===== config.mk =====
export PLATFORM = sky130hd
export DESIGN_NAME = react_score_keeper
export DESIGN_NICKNAME = d
export VERILOG_FILES = /design/src/rtl/react_score_keeper_pkg.sv /design/src/rtl/seq_divider.sv /design/src/rtl/react_score_keeper.sv
export SDC_FILE = /design/constraint.sdc
export NUM_CORES = 1
export LEC_CHECK = 0
export CAP_MARGIN = 0
export CORE_AREA = 2 2 98 100
export CTS_CLUSTER_DIAMETER = 80
export DETAILED_ROUTE_END_ITERATION = 10
export DIE_AREA = 0 0 100 102
export GPL_TIMING_DRIVEN = 0
export PLACE_DENSITY = 0.79
export REMOVE_ABC_BUFFERS = 1
export SLEW_MARGIN = 10
export SYNTH_ARGS = -nofsm -noshare
export SYNTH_HDL_FRONTEND = slang
export SYNTH_SLANG_ARGS = --single-unit

===== constraint.sdc =====
create_clock -name clk -period 5.4 [get_ports clk]
set_input_delay 1.08 -clock clk [delete_from_list [all_inputs] [get_ports clk]]
set_output_delay 1.08 -clock clk [all_outputs]
set_load 0.01 [all_outputs]

===== src/rtl/react_score_keeper_pkg.sv =====
// rtl/react_score_keeper_pkg.sv - shared state codes, player codes and sizing for the score keeper
//
// Purpose: constants shared by the score keeper and its users.
//   machine_state_e : top FSM state encoding seen on machine_state
//   PLAYER_A/B      : cur_player encoding
//   MAX_TRIALS      : stored trials per player before further stores are dropped
//   TIME_MAX        : reaction time clamp (three BCD digits)
//   CNT_W / SUM_W   : trial counter and accumulator widths
//   TIME_W          : reaction time / average width
package react_score_keeper_pkg;

  typedef enum logic [2:0] {
    IDLE     = 3'd0,
    WAIT     = 3'd1,
    CLR_CNT1 = 3'd2,
    START    = 3'd3,
    STORAGE  = 3'd4,
    CLR_CNT2 = 3'd5,
    AVERAGE  = 3'd6,
    COMPARE  = 3'd7
  } machine_state_e;

  localparam logic PLAYER_A = 1'b1;
  localparam logic PLAYER_B = 1'b0;

  localparam int MAX_TRIALS = 8;
  localparam int TIME_MAX   = 999;
  localparam int TIME_W     = 10;
  localparam int CNT_W      = 4;
  localparam int SUM_W      = TIME_W + CNT_W;

  // Saturate a measured time to the largest value the display can show.
  function automatic logic [TIME_W-1:0] clamp_time(input logic [TIME_W-1:0] t,
                                                   input logic [TIME_W-1:0] t_max);
    return (t > t_max) ? t_max : t;
  endfunction

endpackage


===== src/rtl/seq_divider.sv =====
// rtl/seq_divider.sv - sequential restoring divider, one quotient bit per cycle
//
// Purpose: unsigned dividend / divisor, MSB first over N_W cycles.
// Ports:
//   clk, rstn  : clock, async active-low reset
//   start      : accepted only in D_IDLE; samples dividend and divisor
//   abort      : returns to D_IDLE at once, no done pulse
//   dividend   : N_W-bit numerator
//   divisor    : D_W-bit denominator; 0 skips the run and yields quotient 0
//   quotient   : low Q_W bits of the result, valid while done is high
//   busy       : high in D_RUN and D_DONE
//   done       : high for the single D_DONE cycle
module seq_divider #(
  parameter int N_W = 14,
  parameter int D_W = 4,
  parameter int Q_W = N_W
) (
  input  logic           clk,
  input  logic           rstn,
  input  logic           start,
  input  logic           abort,
  input  logic [N_W-1:0] dividend,
  input  logic [D_W-1:0] divisor,
  output logic [Q_W-1:0] quotient,
  output logic           busy,
  output logic           done
);

  localparam int C_W = $clog2(N_W);

  typedef enum logic [1:0] {
    D_IDLE = 2'd0,
    D_RUN  = 2'd1,
    D_DONE = 2'd2
  } div_state_e;

  div_state_e     state_q;
  logic [N_W-1:0] dvd_q;
  logic [D_W-1:0] dsr_q;
  logic [D_W-1:0] rem_q;
  logic [Q_W-1:0] quo_q;
  logic [C_W-1:0] cnt_q;

  logic [D_W:0]   rem_shift;
  logic           sub_ok;
  logic [D_W-1:0] rem_d;
  logic [Q_W-1:0] quo_d;

  // Remainder stays below the divisor, so the shifted-in value needs one
  // extra bit only for the compare; the difference always fits in D_W bits.
  always_comb begin
    rem_shift = {rem_q, dvd_q[N_W-1]};
    sub_ok    = (rem_shift >= {1'b0, dsr_q});
    rem_d     = sub_ok ? (rem_shift[D_W-1:0] - dsr_q) : rem_shift[D_W-1:0];
    quo_d     = {quo_q[Q_W-2:0], sub_ok};
  end

  always_ff @(posedge clk or negedge rstn) begin
    if (!rstn) begin
      state_q <= D_IDLE;
      dvd_q   <= '0;
      dsr_q   <= '0;
      rem_q   <= '0;
      quo_q   <= '0;
      cnt_q   <= '0;
    end else if (abort) begin
      state_q <= D_IDLE;
    end else begin
      case (state_q)
        D_IDLE: begin
          if (start) begin
            quo_q <= '0;
            if (divisor == '0) begin
              state_q <= D_DONE;
            end else begin
              dvd_q   <= dividend;
              dsr_q   <= divisor;
              rem_q   <= '0;
              cnt_q   <= '0;
              state_q <= D_RUN;
            end
          end
        end
        D_RUN: begin
          rem_q <= rem_d;
          quo_q <= quo_d;
          dvd_q <= {dvd_q[N_W-2:0], 1'b0};
          cnt_q <= cnt_q + C_W'(1);
          if (cnt_q == C_W'(N_W - 1)) begin
            state_q <= D_DONE;
          end
        end
        D_DONE:  state_q <= D_IDLE;
        default: state_q <= D_IDLE;
      endcase
    end
  end

  assign quotient = quo_q;
  assign busy     = (state_q != D_IDLE);
  assign done     = (state_q == D_DONE);

endmodule


===== src/rtl/react_score_keeper.sv =====
// rtl/react_score_keeper.sv - per-player reaction time accumulation and truncated averaging
//
// Purpose: accumulates clamped reaction times per player on STORAGE entry and
// computes the truncated mean with seq_divider on AVERAGE entry.
// Ports:
//   clk, rstn          : clock, async active-low reset
//   machine_state      : top FSM state code (react_score_keeper_pkg encoding)
//   cur_player         : 1 = player A, 0 = player B
//   react_time         : measured reaction time in ms, clamped to TIME_MAX
//   clr_scores         : sync clear of sums, counts, averages; aborts the divider
//   avr_react_time_A/B : truncated mean per player, held between updates
//   trials_A/B         : stored trial count per player
//   avr_busy           : divider running
//   avr_done           : one-cycle pulse when an average is written
//   store_full         : current player's trial count equals MAX_TRIALS
module react_score_keeper
  import react_score_keeper_pkg::*;
(
  input  logic              clk,
  input  logic              rstn,
  input  logic [2:0]        machine_state,
  input  logic              cur_player,
  input  logic [TIME_W-1:0] react_time,
  input  logic              clr_scores,
  output logic [TIME_W-1:0] avr_react_time_A,
  output logic [TIME_W-1:0] avr_react_time_B,
  output logic [CNT_W-1:0]  trials_A,
  output logic [CNT_W-1:0]  trials_B,
  output logic              avr_busy,
  output logic              avr_done,
  output logic              store_full
);

  logic [2:0]        prev_state_q;
  logic [SUM_W-1:0]  sum_q [2];
  logic [CNT_W-1:0]  cnt_q [2];
  logic [TIME_W-1:0] avr_q [2];
  logic              tgt_q;
  logic              avr_done_q;

  logic              store_entry;
  logic              avr_entry;
  logic              can_store;
  logic [SUM_W-1:0]  sum_d;
  logic [CNT_W-1:0]  cnt_d;

  logic              div_start;
  logic              div_busy;
  logic              div_done;
  logic [TIME_W-1:0] div_quotient;

  // Events fire once, on the first cycle a state is presented.
  assign store_entry = (machine_state == STORAGE) && (prev_state_q != STORAGE);
  assign avr_entry   = (machine_state == AVERAGE) && (prev_state_q != AVERAGE);

  assign can_store = (cnt_q[cur_player] < CNT_W'(MAX_TRIALS));
  assign sum_d     = sum_q[cur_player] + SUM_W'(clamp_time(react_time, TIME_W'(TIME_MAX)));
  assign cnt_d     = cnt_q[cur_player] + CNT_W'(1);

  // A re-entry while the divider is occupied is dropped; the snapshot taken
  // here is all the divider sees, so later stores do not disturb it.
  assign div_start = avr_entry && !div_busy;

  seq_divider #(
    .N_W (SUM_W),
    .D_W (CNT_W),
    .Q_W (TIME_W)
  ) u_div (
    .clk      (clk),
    .rstn     (rstn),
    .start    (div_start),
    .abort    (clr_scores),
    .dividend (sum_q[cur_player]),
    .divisor  (cnt_q[cur_player]),
    .quotient (div_quotient),
    .busy     (div_busy),
    .done     (div_done)
  );

  always_ff @(posedge clk or negedge rstn) begin
    if (!rstn) begin
      prev_state_q <= IDLE;
      sum_q[0]     <= '0;
      sum_q[1]     <= '0;
      cnt_q[0]     <= '0;
      cnt_q[1]     <= '0;
      avr_q[0]     <= '0;
      avr_q[1]     <= '0;
      tgt_q        <= 1'b0;
      avr_done_q   <= 1'b0;
    end else begin
      prev_state_q <= machine_state;
      avr_done_q   <= 1'b0;
      if (clr_scores) begin
        sum_q[0] <= '0;
        sum_q[1] <= '0;
        cnt_q[0] <= '0;
        cnt_q[1] <= '0;
        avr_q[0] <= '0;
        avr_q[1] <= '0;
      end else begin
        if (store_entry && can_store) begin
          sum_q[cur_player] <= sum_d;
          cnt_q[cur_player] <= cnt_d;
        end
        if (div_start) begin
          tgt_q <= cur_player;
        end
        if (div_done) begin
          avr_q[tgt_q] <= div_quotient;
          avr_done_q   <= 1'b1;
        end
      end
    end
  end

  assign avr_react_time_A = avr_q[PLAYER_A];
  assign avr_react_time_B = avr_q[PLAYER_B];
  assign trials_A         = cnt_q[PLAYER_A];
  assign trials_B         = cnt_q[PLAYER_B];
  assign avr_busy         = div_busy;
  assign avr_done         = avr_done_q;
  assign store_full       = (cnt_q[cur_player] == CNT_W'(MAX_TRIALS));

endmodule

# After elaboration in Yosys (flattened, before gate mapping)
# Index checks and enable logic that the tools add are counted.
[word_totals] register_bits=99 latch_bits=0 ramBits=0 romBits=0 inputBits=17 output_inout_bits=31 word_cells=99 mem_count=0
[op_classes] n_addsub=4 n_mul=0 div=0 n_lt_le_gt_ge=7 eq_ne=12 shift=0 mux=39 n_bitwise=4 reduce_logical=18
[ops] operator="14-bit two-way mux" count=6
[ops] operator="28-bit two-way mux" count=2
[ops] operator="20-bit two-way mux" count=2
[ops] operator="10-bit two-way mux" count=3
[ops] operator="28-bit bitwise mux" count=1
[ops] operator="4-bit two-way mux" count=7
[ops] operator="14-bit case mux with 2 select lines" count=1
[ops] operator="20-bit bitwise mux" count=1
[ops] operator="10-bit case mux with 2 select lines" count=1
[ops] operator="8-bit two-way mux" count=2
[ops] operator="4-bit case mux with 2 select lines" count=2
[ops] operator="14-bit by 10-bit adder with 14-bit output" count=1
[ops] operator="14-bit demux with 1-bit select" count=1
[ops] operator="10-bit demux with 1-bit select" count=1
[ops] operator="10-bit > comparator (second input constant)" count=1
[ops] operator="3-bit != test (second input constant)" count=3
[ops] operator="4-bit by 1-bit adder with 4-bit output (second input constant)" count=2
[ops] operator="8-bit bitwise mux" count=1
[ops] operator="4-bit equality test (second input constant)" count=2
[ops] operator="2-bit two-way mux" count=4
[ops] operator="4-bit AND reduction" count=2
[ops] operator="2-bit nonzero test" count=4
[ops] operator="3-bit equality test (second input constant)" count=2
[ops] operator="1-bit logical AND" count=6
[ops] operator="other kinds (19)" count=26

# Longest topological paths before layout
[logic_depth] ltp_word=9 mapped_depth=13 depth_no_buf=11

# Hierarchy
# A second synthesis with hierarchy kept.
[unflattened] cells_unflattened=490 area_unflattened_um2=4988.5
[by_module_without_submodules] mod="react_score_keeper" instances=1 cells_each=311 area_each_um2=3190.6 seq_area_each_um2=1526.5
[by_module_without_submodules] mod="seq_divider" instances=1 cells_each=179 area_each_um2=1798.0 seq_area_each_um2=950.9

# Worst setup path after synthesis
# Ideal clock, no wire load.
[synth_timing] path_kind="input port to flip-flop" startpoint="in cur_player" endpoint="reg sum_q[8] (netlist bit)" setup_time_ns=0.126 arrival_time_ns=3.821 required_time_ns=5.274 slack_ns=1.452 cell_stages=12 n_path_buf=3 cell_sequence="buf_2 buf_2 buf_2 mux2i_1 inv_1 ha_1 fa_1 a211oi_1 o21bai_1 a2111oi_0 nor3_1 a311o_1"
[synth_between] elab_chain_cells=8 elab_cells_between_ends=19 classes_between="1 x add/sub; 3 x order compare; 11 x mux; 1 x bitwise; 3 x reduce/logical"
[synth_lines] element="start: declaration" line_no="react_score_keeper.sv:22" text="input logic cur_player,"
[synth_lines] element="1-bit NOT with 2-bit output (not written as such) (*)" line_no="react_score_keeper.sv:56, react_score_keeper.sv:57, react_score_keeper.sv:103"
[synth_lines] element="14-bit two-way mux (not written as such), or another cell as far along" line_no="react_score_keeper.sv:57" text="assign sum_d = sum_q[cur_player] + SUM_W'(clamp_time(react_time, TIME_W'(TIME_MAX)));"
[synth_lines] element="14-bit two-way mux (not written as such) or 1-bit logical AND (tied branches)" line_no="react_score_keeper.sv:57, react_score_keeper.sv:103"
[synth_lines] element="14-bit two-way mux (on tied branches)" line_no="react_score_keeper.sv:57, react_score_keeper.sv:103"
[synth_lines] element="14-bit by 10-bit adder with 14-bit output or 14-bit demux with 1-bit select (tied branches)" line_no="react_score_keeper.sv:57, react_score_keeper.sv:103"
[synth_lines] element="28-bit bitwise mux" line_no="react_score_keeper.sv:103" text="sum_q[cur_player] <= sum_d;"
[synth_lines] element="28-bit two-way mux" line_no="react_score_keeper.sv:102" text="if (store_entry && can_store) begin"
[synth_lines] element="28-bit two-way mux" line_no="react_score_keeper.sv:94" text="if (clr_scores) begin"
[synth_lines] element="end signal: indexed assignment" line_no="react_score_keeper.sv:103"
[synth_lines] element="end: declaration" line_no="react_score_keeper.sv:35" text="logic [SUM_W-1:0] sum_q [2];"
# Mark *: on every way between the ends. The rest lies on a longest branch, timed or not. The select of a mux whose other input is x is not followed.
# A chain may end at the register's enable or synchronous reset.

# Final worst setup path
[layout_timing] startpoint="in cur_player" endpoint="out store_full"
[layout_between] elab_chain_cells=5
[layout_lines] element="1-bit NOT with 2-bit output (not written as such)" line_no="react_score_keeper.sv:123" text="assign store_full = (cnt_q[cur_player] == CNT_W'(MAX_TRIALS));"
[layout_lines] element="4-bit two-way mux (not written as such) (3 in a row)" line_no="react_score_keeper.sv:123"
[layout_lines] element="4-bit equality test" line_no="react_score_keeper.sv:123"
[layout_lines] element="end: declaration" line_no="react_score_keeper.sv:31" text="output logic store_full"
# Every way passes these cells. The select of a mux whose other input is x is not followed.

==> flow_summary_export.csv <==
group,metric,value,unit
setup_path,critical_path.slowest_cell,"sky130_fd_sc_hd__buf_2",
place,numPortBuffers,47,
synthesis,synth-seq-cells,99,
power_and_ir_drop,p_sw,424,uW
setup_path,worst_ep_required_time,4.32,ns
timing,timing.final.crit_period,4.05,ns
detailed_routing,route.vias.total,4024,
clocking,cts_tree,"built",
setup_path,critical_path.top_delay_family,"buffers and inverters",
timing,remaining_max_slew_budget_at_the_tightest_pin,27.8,%
detailed_routing,postRouteAntennaNets,0,
timing,timing_worst_slew_pin_value,1.07,ns
timing,maxClockFrequency,247,MHz
worst_hold_path,hold_class,"flip-flop to flip-flop",
detailed_routing,total_wirelength_of_the_detailed_routed_design,11200,um
power_and_ir_drop,seq_power_share,54.2,%
final_layout,ff_latch_area,2480,um^2
clocking,cts_htree_levels,3,
setup_path,max_stage_delay,0.56,ns
power_and_ir_drop,vdd_drop_max,0.000139,V
setup_path,worst_setup_path_start_kind,"input pin",
place,placed_area,5720,um^2
timing,setup_viol,0,
floorplan,floorplan_die_area,10200,um^2
grt,number_of_global_route_vias_before_repair,3949,
final_layout,finish.instance_area,5910,um^2
clocking,insertion_delay,0.37,ns
floorplan,core_area,9110,um^2
grt,grt_pass1_wl,19600,um
synthesis,async_flop_share,100,%
final_layout,multi_input_area,2530,um^2
clocking,cts_repair_resize_count,0,
timing,final.setup.worst_slack,1.35,ns
status,run_status,"finished clean",
run,drv_cap,0,
grt,pin_count_of_the_biggest_net_entering_global_routing,53,
clocking,cts-buffers-inserted,9,
floorplan,floorplan.die.width,100,um
synthesis,synth.distinct_cells,55,
timing,rsz0062_at_grt,"no",
grt,grt.total_usage,24.1,%
clocking,cts.reportedPaths.clkPinSlew,0.10,ns
timing,fraction_of_the_cycle_the_final_worst_path_needs,75.1,%
final_layout,layout.core_utilization,64.9,%
timing,finalHoldWorstSlack,0.487,ns
synthesis,netlist_instances,511,
floorplan,rows,35,
setup_path,path_class,"input pin to output port",
setup_path,crit_path_cell_chain,"buf_2 -> mux2i_1 -> ha_1 -> and2_1 -> clkdlybuf4s50_1",
detailed_routing,routedWlPerCell,17.0,um
final_layout,instances_no_fill,663,
power_and_ir_drop,internal_power,1.03,mW
place,gp_congestion,0.876,
synthesis,yosys_most_used_dff,"sky130_fd_sc_hd__dfrtp_1",
clocking,post-cts-setup-buffers,0,
power_and_ir_drop,combPwrFrac,14.5,%
clocking,clock_sinks,99,
place,post-place-cells,647,
setup_path,maximum_fanout_encountered_on_the_critical_timing_path,31,
final_layout,area_growth_syn_to_layout,14.5,%
final_layout,drive_gt1_share,8.51,%
synthesis,synth_edf_count,0,
power_and_ir_drop,power_density,246,nW/um^2
synthesis,syn-mean-instance-area,10.1,um^2
final_layout,num-fill-cells,736,
final_layout,antenna-diode-count,0,
detailed_routing,drc,0,
timing,timing_hold_violations_final,0,
clocking,root_buffer_cell,"sky130_fd_sc_hd__clkbuf_8",
setup_path,endpoint_kind,"output port",
synthesis,ys_seq_area_share,48.0,%
grt,initial_antenna_violation_count,0,
power_and_ir_drop,share_clk_of_total_power,31.3,%
final_layout,final_net_count,584,
power_and_ir_drop,power.switching_fraction,29.2,%
place,post-place-ws,1.06,ns
place,dp_hpwl,8030,um
timing,timing.final.max_slew_violations,0,
setup_path,worst-path-buf-inv,2,
setup_path,critical_path_arrival,2.97,ns
synthesis,synth_warnings,0,
clocking,cts_hold_repair.buffers,0,
timing,tns,0,ns
floorplan,floorplan.initialDensity,56.6,%
timing,final.setup_skew,0.0144,ns
detailed_routing,initialDrtViolationCount,251,
floorplan,io_pins,48,
power_and_ir_drop,total_leakage_power,2.71,nW
floorplan,floorplan.die.height,102,um
clocking,clockBufferDepth,2,
synthesis,syn_area,5160,um^2
detailed_routing,drt-vias-per-instance,6.07,
power_and_ir_drop,total_power,1.45,mW
detailed_routing,detail_route.first_pass.iterations,5,
grt,gr-total-overflow,0,
layout make-up:
cell class                 instances  share of cell area (%)
tap                              111                    2.35
clock inverter                     7                    1.02
sequential                        99                    41.9
inverter                          14                   0.889
timing repair buffer              50                    8.87
multi-input combinational        373                    42.8
clock buffer                       9                    2.10
final timing paths:
check,depth (start not counted),slack [ns],endpoint,from
hold / removal,2,0.49,u_div.dvd_q[8],u_div.dvd_q[8]
hold reg to reg,2,0.49,u_div.dvd_q[8],u_div.dvd_q[8]
setup / recovery,5,1.35,store_full,cur_player
max in group asynchronous,2,4.01,prev_state_q[2],rstn
min in group asynchronous,1,0.73,u_div.rem_q[1],rstn
setup reg to reg,10,2.39,sum_q[22],sum_q[0]
sequential cells by signal (all words and copies together), names as in the netlist, 2 cells and up:
register          count
prev_state_q          3
u_div.dsr_q           4
trials_A              4
u_div.dvd_q          14
avr_react_time_B     10
avr_react_time_A     10
u_div.quotient       10
u_div.state_q         2
sum_q                28
u_div.cnt_q           4
u_div.rem_q           4
trials_B              4
synthesized netlist by cell type, types with 4 or more instances:
cell,n,area (um^2)
sky130_fd_sc_hd__ha_1,18,225
sky130_fd_sc_hd__nand3b_1,5,37.5
sky130_fd_sc_hd__nand3_1,13,65.1
sky130_fd_sc_hd__mux2_2,10,113
sky130_fd_sc_hd__dfrtp_1,99,2480
sky130_fd_sc_hd__nor2b_1,4,25.0
sky130_fd_sc_hd__nor3b_1,4,30.0
sky130_fd_sc_hd__o21ai_0,32,160
sky130_fd_sc_hd__mux2i_1,39,390
sky130_fd_sc_hd__nand2_1,50,188
sky130_fd_sc_hd__a21oi_1,18,90.1
sky130_fd_sc_hd__a211oi_1,5,37.5
sky130_fd_sc_hd__a21o_1,5,37.5
sky130_fd_sc_hd__inv_1,14,52.6
sky130_fd_sc_hd__nor3_1,7,35.0
sky130_fd_sc_hd__and2_1,7,43.8
sky130_fd_sc_hd__xnor2_1,10,87.6
sky130_fd_sc_hd__clkbuf_1,17,63.8
sky130_fd_sc_hd__buf_2,5,25.0
sky130_fd_sc_hd__or2_2,6,37.5
sky130_fd_sc_hd__a22o_1,26,228
sky130_fd_sc_hd__or3_1,6,37.5
sky130_fd_sc_hd__nor2_1,58,218
cells in the final DEF (no fill, tap or decap), types with 7 or more instances in the layout:
cell	synthesis	layout
sky130_fd_sc_hd__clkbuf_8	0	9
sky130_fd_sc_hd__a22o_1	26	26
sky130_fd_sc_hd__mux2i_1	39	39
sky130_fd_sc_hd__ha_1	18	18
sky130_fd_sc_hd__and2_1	7	7
sky130_fd_sc_hd__dfrtp_1	99	99
sky130_fd_sc_hd__nand3_1	13	13
sky130_fd_sc_hd__o21ai_0	32	32
sky130_fd_sc_hd__mux2_2	10	10
sky130_fd_sc_hd__xnor2_1	10	10
sky130_fd_sc_hd__nor2_1	58	57
sky130_fd_sc_hd__clkdlybuf4s50_1	0	44
sky130_fd_sc_hd__nand2_1	50	50
sky130_fd_sc_hd__a21oi_1	18	18
sky130_fd_sc_hd__inv_1	14	14
worst reg2reg max path, stage by stage (launching register included):
cell and delay (ns):
sky130_fd_sc_hd__dfrtp_1 0.40, sky130_fd_sc_hd__mux2i_1 0.17, sky130_fd_sc_hd__inv_1 0.07, sky130_fd_sc_hd__ha_1 0.23, sky130_fd_sc_hd__fa_1 0.43, sky130_fd_sc_hd__a211oi_1 0.30
sky130_fd_sc_hd__o21bai_1 0.19, sky130_fd_sc_hd__a2111oi_0 0.54, sky130_fd_sc_hd__nor3_1 0.20, sky130_fd_sc_hd__nor4_1 0.28, sky130_fd_sc_hd__a311o_1 0.15
metal layers:
layer | GRT usage [%] | part of all wire (%) | vias to the layer above
li1 | - | - | 1899
met1 | 32.6 | 45 | 1964
met2 | 40.5 | 48 | 138
met3 | 3.21 | 4.4 | 23
met4 | 8.43 | 2.2 | 0
met5 | 0 | 0 | -
power groups by stage:
stage                     logic (mW)  clock network, mW  registers (mW)
after global routing           0.240              0.499           0.791
after CTS                      0.211              0.467           0.787
final                          0.210              0.455           0.788
after global placement         0.195                  0           0.800
after detailed placement       0.210                  0           0.802
after floorplan                0.132                  0           0.796
cell families (layout without fill, tap and decap cells):
logic type	after synthesis	after routing	synth area share, %
AOI/OAI and AO/OA	114	114	15.3
adders and majority gates	20	20	5.14
DFF	99	99	48.0
and+or+nand+nor	177	177	16.5
xor gates and xnor gates	13	13	2.21
muxes	49	49	9.75
buffers and inverters	39	80	3.10
Power figures use the tool's default switching activity.
